===== src/rtl/cordic_pkg.sv =====
// Shared constants for the vectoring CORDIC: arctangent table, pi, gain and FSM states.
// Macro CORDIC_GAIN_COMP_EN adds the SCALE state used for gain compensation.
package cordic_pkg;

    // Angles are scaled at 2^29 counts per radian, which is the 32-bit angle scale.
    localparam logic signed [31:0] PI      = 32'sd1686629713;
    localparam logic signed [31:0] PI_HALF = PI >>> 1;

    localparam logic [15:0] CORDIC_GAIN = 16'h26DD;
    localparam int          GAIN_SHIFT  = 14;

    // atan(2^-i) for i = 0..30; entry 31 pads the table to a 5-bit index.
    localparam logic signed [31:0] ATAN_TABLE [32] = '{
        32'sd421657428, 32'sd248918915, 32'sd131521918, 32'sd66762579,
        32'sd33510843,  32'sd16771758,  32'sd8387925,   32'sd4194219,
        32'sd2097141,   32'sd1048575,   32'sd524288,    32'sd262144,
        32'sd131072,    32'sd65536,     32'sd32768,     32'sd16384,
        32'sd8192,      32'sd4096,      32'sd2048,      32'sd1024,
        32'sd512,       32'sd256,       32'sd128,       32'sd64,
        32'sd32,        32'sd16,        32'sd8,         32'sd4,
        32'sd2,         32'sd1,         32'sd1,         32'sd0
    };

`ifdef CORDIC_GAIN_COMP_EN
    typedef enum logic [1:0] {IDLE, CALC, SCALE, DONE} state_t;
`else
    typedef enum logic [1:0] {IDLE, CALC, DONE} state_t;
`endif

endpackage


===== src/rtl/cordic_vector.sv =====
// Iterative vectoring-mode CORDIC: converts (x, y) into (magnitude, atan2 angle).
// Define CORDIC_GAIN_COMP_EN to add a SCALE step that removes the CORDIC gain.
module cordic_vector
    import cordic_pkg::*;
#(
    parameter int WIDTH       = 16,
    parameter int ITERATIONS  = 15,
    parameter int ANGLE_WIDTH = 32
) (
    input  logic                          clock,
    input  logic                          reset,
    input  logic                          start,
    input  logic signed [WIDTH-1:0]       x_start,
    input  logic signed [WIDTH-1:0]       y_start,
    output logic signed [WIDTH+1:0]       magnitude,
    output logic signed [ANGLE_WIDTH-1:0] angle,
    output logic                          busy,
    output logic                          done
);

    localparam int XW    = WIDTH + 2;
    localparam int CNT_W = $clog2(WIDTH);
    localparam logic [CNT_W-1:0] LAST_ITER = CNT_W'(ITERATIONS - 1);

    // Table constants live at 2^29 counts/radian; narrower angle ports (<= 32) drop LSBs.
    function automatic logic signed [ANGLE_WIDTH-1:0] to_angle(input logic signed [31:0] v);
        return ANGLE_WIDTH'(v >>> (32 - ANGLE_WIDTH));
    endfunction

    state_t                        state_q, state_d;
    logic [CNT_W-1:0]              cnt_q, cnt_d;
    logic signed [XW-1:0]          x_q, x_d, y_q, y_d;
    logic signed [ANGLE_WIDTH-1:0] z_q, z_d;
    logic                          zero_q, zero_d;
    logic signed [XW-1:0]          mag_q, mag_d;
    logic signed [ANGLE_WIDTH-1:0] ang_q, ang_d;

    logic signed [XW-1:0]          x_ext, y_ext, x_shift, y_shift;
    logic [4:0]                    atan_idx;
    logic signed [ANGLE_WIDTH-1:0] atan_i;

    assign x_ext    = {{2{x_start[WIDTH-1]}}, x_start};
    assign y_ext    = {{2{y_start[WIDTH-1]}}, y_start};
    assign x_shift  = x_q >>> cnt_q;
    assign y_shift  = y_q >>> cnt_q;
    assign atan_idx = 5'(cnt_q);
    assign atan_i   = to_angle(ATAN_TABLE[atan_idx]);

`ifdef CORDIC_GAIN_COMP_EN
    logic signed [XW+16:0] prod;
    assign prod = x_q * $signed({1'b0, CORDIC_GAIN});
`endif

    always_comb begin
        state_d = state_q;
        cnt_d   = cnt_q;
        x_d     = x_q;
        y_d     = y_q;
        z_d     = z_q;
        zero_d  = zero_q;
        mag_d   = mag_q;
        ang_d   = ang_q;
        case (state_q)
            IDLE: begin
                if (start) begin
                    state_d = CALC;
                    cnt_d   = '0;
                    zero_d  = (x_start == '0) && (y_start == '0);
                    // Fold left half-plane into the right so the iterations converge.
                    if (x_ext[XW-1] && !y_ext[XW-1]) begin
                        x_d = y_ext;
                        y_d = -x_ext;
                        z_d = to_angle(PI_HALF);
                    end else if (x_ext[XW-1]) begin
                        x_d = -y_ext;
                        y_d = x_ext;
                        z_d = -to_angle(PI_HALF);
                    end else begin
                        x_d = x_ext;
                        y_d = y_ext;
                        z_d = '0;
                    end
                end
            end
            CALC: begin
                if (!y_q[XW-1]) begin
                    x_d = x_q + y_shift;
                    y_d = y_q - x_shift;
                    z_d = z_q + atan_i;
                end else begin
                    x_d = x_q - y_shift;
                    y_d = y_q + x_shift;
                    z_d = z_q - atan_i;
                end
                cnt_d = cnt_q + 1'b1;
                if (cnt_q == LAST_ITER) begin
`ifdef CORDIC_GAIN_COMP_EN
                    state_d = SCALE;
`else
                    state_d = DONE;
                    mag_d   = x_d;
                    ang_d   = zero_q ? '0 : z_d;
`endif
                end
            end
`ifdef CORDIC_GAIN_COMP_EN
            SCALE: begin
                state_d = DONE;
                mag_d   = XW'(prod >>> GAIN_SHIFT);
                ang_d   = zero_q ? '0 : z_q;
            end
`endif
            DONE:    state_d = IDLE;
            default: state_d = IDLE;
        endcase
    end

    always_ff @(posedge clock or posedge reset) begin
        if (reset) begin
            state_q <= IDLE;
            cnt_q   <= '0;
            x_q     <= '0;
            y_q     <= '0;
            z_q     <= '0;
            zero_q  <= 1'b0;
            mag_q   <= '0;
            ang_q   <= '0;
        end else begin
            state_q <= state_d;
            cnt_q   <= cnt_d;
            x_q     <= x_d;
            y_q     <= y_d;
            z_q     <= z_d;
            zero_q  <= zero_d;
            mag_q   <= mag_d;
            ang_q   <= ang_d;
        end
    end

    assign magnitude = mag_q;
    assign angle     = ang_q;
    assign busy      = (state_q != IDLE);
    assign done      = (state_q == DONE);

endmodule


===== config.mk =====
export PLATFORM = sky130hd
export DESIGN_NAME = cordic_vector
export DESIGN_NICKNAME = d
export VERILOG_FILES = /design/src/rtl/cordic_pkg.sv /design/src/rtl/cordic_vector.sv
export SDC_FILE = /design/constraint.sdc
export NUM_CORES = 1
export LEC_CHECK = 0
export CORE_UTILIZATION = 25
export CTS_CLUSTER_DIAMETER = 50
export DETAILED_ROUTE_END_ITERATION = 8
export PLACE_DENSITY = 0.4
export SYNTH_ARGS = -nofsm -noshare
export SYNTH_HDL_FRONTEND = slang
export SYNTH_SLANG_ARGS = --single-unit

===== constraint.sdc =====
create_clock -name clock -period 13.7 [get_ports clock]
set_input_delay 2.74 -clock clock [delete_from_list [all_inputs] [get_ports clock]]
set_output_delay 2.74 -clock clock [all_outputs]
set_load 0.02 [all_outputs]

==> reports/metrics.yaml <==
floorplan:
  die_y_um: 224
  core_area_um2: 48100
  initial_core_util_pct: 25.6
  die_area_um2: 50100
  placementRows: 80
  die_x_um: 224
  pin_count: 87
sta:
  worst_pin_slew_ps: 1180
  clock.fmax_mhz: 164
  slew_headroom_pct: 20.8
  drv_slew: 0
  setup_viol: 0
  post-route-min-period_ps: 6100
  tns_ps: 0
  fin_crit_sh_pct: 44.6
  rsz0062_at_grt: "false"
  hold_viol: 0
  skew_ps: 9.77
worst_setup_path:
  worst-path-buf-inv: 2
  r2r-end: "angle[31]"
  ff2ff_setup_slack_ps: 7600
  cp.required_ps: 14030
  crit_family: "compound AO/OA/AOI/OAI gates"
  crit_slowest_cell: "buf_4"
  reg2regPathDepth: 20
  path_cells: "buf_4 -> inv_1 -> ha_1 -> a31oi_1 -> nand2_1 -> a2111oi_2 -> and2_1 -> nor2_1 -> xor2_1 -> ha_1 -> and4_1 -> nand4_1 -> nor4_1 -> o31ai_1 -> a31o_2 -> o31a_1 -> o311a_1 -> o211ai_1 -> xor2_1 -> o21ai_1"
  r2r_start: "cnt_q[0]"
  worstSetupEndpoint: "angle[31]"
  crit_type: "reg -> reg"
  cp-end-kind: "flop"
  start_kind: "flop"
  slowest_delay_ps: 580
  crit_path_max_fanout: 50
  arrival_ps: 6440
  path_depth: 20
  startpoint: "cnt_q[0]"
global_route:
  grt_pass1_wl_um: 65600
  grt_max_degree: 76
  antenna_found_initial: 1
  grt_pass1_vias: 10900
  grtUsageTotal_pct: 17.0
  grt.overflow.total: 0
routing:
  viasPerCell: 5.14
  drc: 0
  dr.first_iter.drc_count: 771
  ant_nets: 0
  vias: 11100
  routed_wl_um: 41700
  drt-pass1-iter-count: 5
  wire_per_inst_um: 19.2
cts:
  numCtsBuffers: 17
  cts.repair.resized: 0
  cts_max_level: 4
  cts_setup_buffers: 0
  clk_path_buf_depth: 2
  clkTransAtPathRegs_ps: 60
  hold_buffers: 0
  cts_root_buf: "clkbuf_16"
  cts_tree: "built"
  clock_sinks: 125
  clk_latency_ps: 460
cells_and_area:
  layout-drive-gt1-share_pct: 7.79
  synthToLayoutAreaGrowth_pct: 16.5
  fillers: 5131
  final_cell_mix: "nand2_1 (158), a21oi_1 (137), dfrtp_1 (120)"
  fin_util_pct: 29.8
  multi_input_area_um2: 8630
  layout_commonest_cell: "nand2_1"
  regArea_um2: 3130
  antenna_cells: 0
  num-nets-final: 1618
placement:
  routabilityCongestion: 0.852
  dpl.hpwl_um: 31000
  portBuffers: 86
yosys:
  ys_ff_latch: 125
  async_flop_share_pct: 100
  synth_edf_count: 0
  syn_inst: 1471
  synth_warnings: 0
  synth_area_um2: 12300
  synth_nets: 1588
  synth.distinct_cells: 80
  ys_seq_area_share_pct: 25.4
  synth.avg_cell_area_um2: 8.36
  ys.flop_type: "dfrtp_1"
outcome:
  status: "complete, no violations"
flow_run:
  drv_cap: 0
min_path:
  hold_class: "reg -> reg"
-- cells in the mapped netlist, types with 28 or more instances --
master	n	area, µm²
xnor2_1	67	587
ha_1	79	988
nand2_1	160	601
xor2_1	65	569
clkbuf_1	57	214
o21ai_0	93	465
mux2i_1	30	300
mux4_2	28	631
a211oi_1	34	255
dfrtp_1	125	3130
nand3_1	44	220
nor3_1	28	140
inv_1	43	161
nor2_1	116	435
a21oi_1	137	686
-- area by class of cell --
| class | instances | share of cell area (%) |
|---|---|---|
| Clock inverter | 12 | 0.934 |
| Timing Repair Buffer | 103 | 6.86 |
| Inverter | 44 | 1.19 |
| Clock buffer | 20 | 3.25 |
| Sequential cell | 125 | 21.9 |
| Multi-Input combinational cell | 1210 | 60.2 |
| Tap cell | 656 | 5.72 |
-- worst register-to-register path: stages, from the launching register on --
cell and delay, ps:
dfrtp_2 340, buf_4 580, inv_1 320, ha_1 440, a31oi_1 340, nand2_1 140, a2111oi_2 510, and2_1 240
nor2_1 60, xor2_1 170, ha_1 420, and4_1 290, nand4_1 220, nor4_1 320, o31ai_1 180, a31o_2 320
o31a_1 300, o311a_1 360, o211ai_1 170, xor2_1 180, o21ai_1 70
-- state kept, by name, summed over array words and instances (netlist names) --
register	cells
angle	32
z_q	32
magnitude	18
x_q	18
y_q	18
cnt_q	4
state_q	2
zero_q	1
-- metal layers --
layer / track usage [%] / wire length [µm] / share of wire (%)
met3: 2.86 / 1130 / 2.7
met4: 5.52 / 985 / 2.4
met5: 0 / 0 / 0
met2: 28.4 / 20200 / 48
met1: 22.2 / 19400 / 47
-- how the worst min path moves through the flow --
stage / end / start / slack (ps) / cells after the start
after floorplan: z_q[3] / z_q[3] / 470 / 2
after global placement: magnitude[9] / magnitude[9] / 460 / 2
after detailed placement: magnitude[12] / magnitude[12] / 470 / 2
after CTS: magnitude[8] / magnitude[8] / 480 / 2
after global routing: magnitude[9] / magnitude[9] / 500 / 2
final: magnitude[8] / magnitude[8] / 480 / 2
-- cell families (layout without fill, tap and decap cells) --
group	Yosys count	after routing	synth area share, %
AO/OA/AOI/OAI	466	466	24.4
XOR/XNOR	133	133	9.53
buffers and inverters	136	179	4.58
multiplexers	82	82	10.6
AND/OR/NAND/NOR	447	447	17.0
adder cells (fa/ha/maj)	82	82	8.52
flip-flops	125	125	25.4
-- stage by stage --
stage / instance area [µm²] / worst slack (ps) / hold slack [ps] / instances
CTS: 14300 / 7520 / 482 / 2170
global placement: 13700 / 7670 / 463 / 2138
detailed placement: 13700 / 7560 / 466 / 2138
global route: 14300 / 7110 / 504 / 2170
floorplan: 12300 / 7630 / 469 / 1471
finish: 14300 / 7600 / 476 / 2170
Power is not shown: default switching activity piles up to over one toggle a cycle in this logic, so the estimate is an artifact.
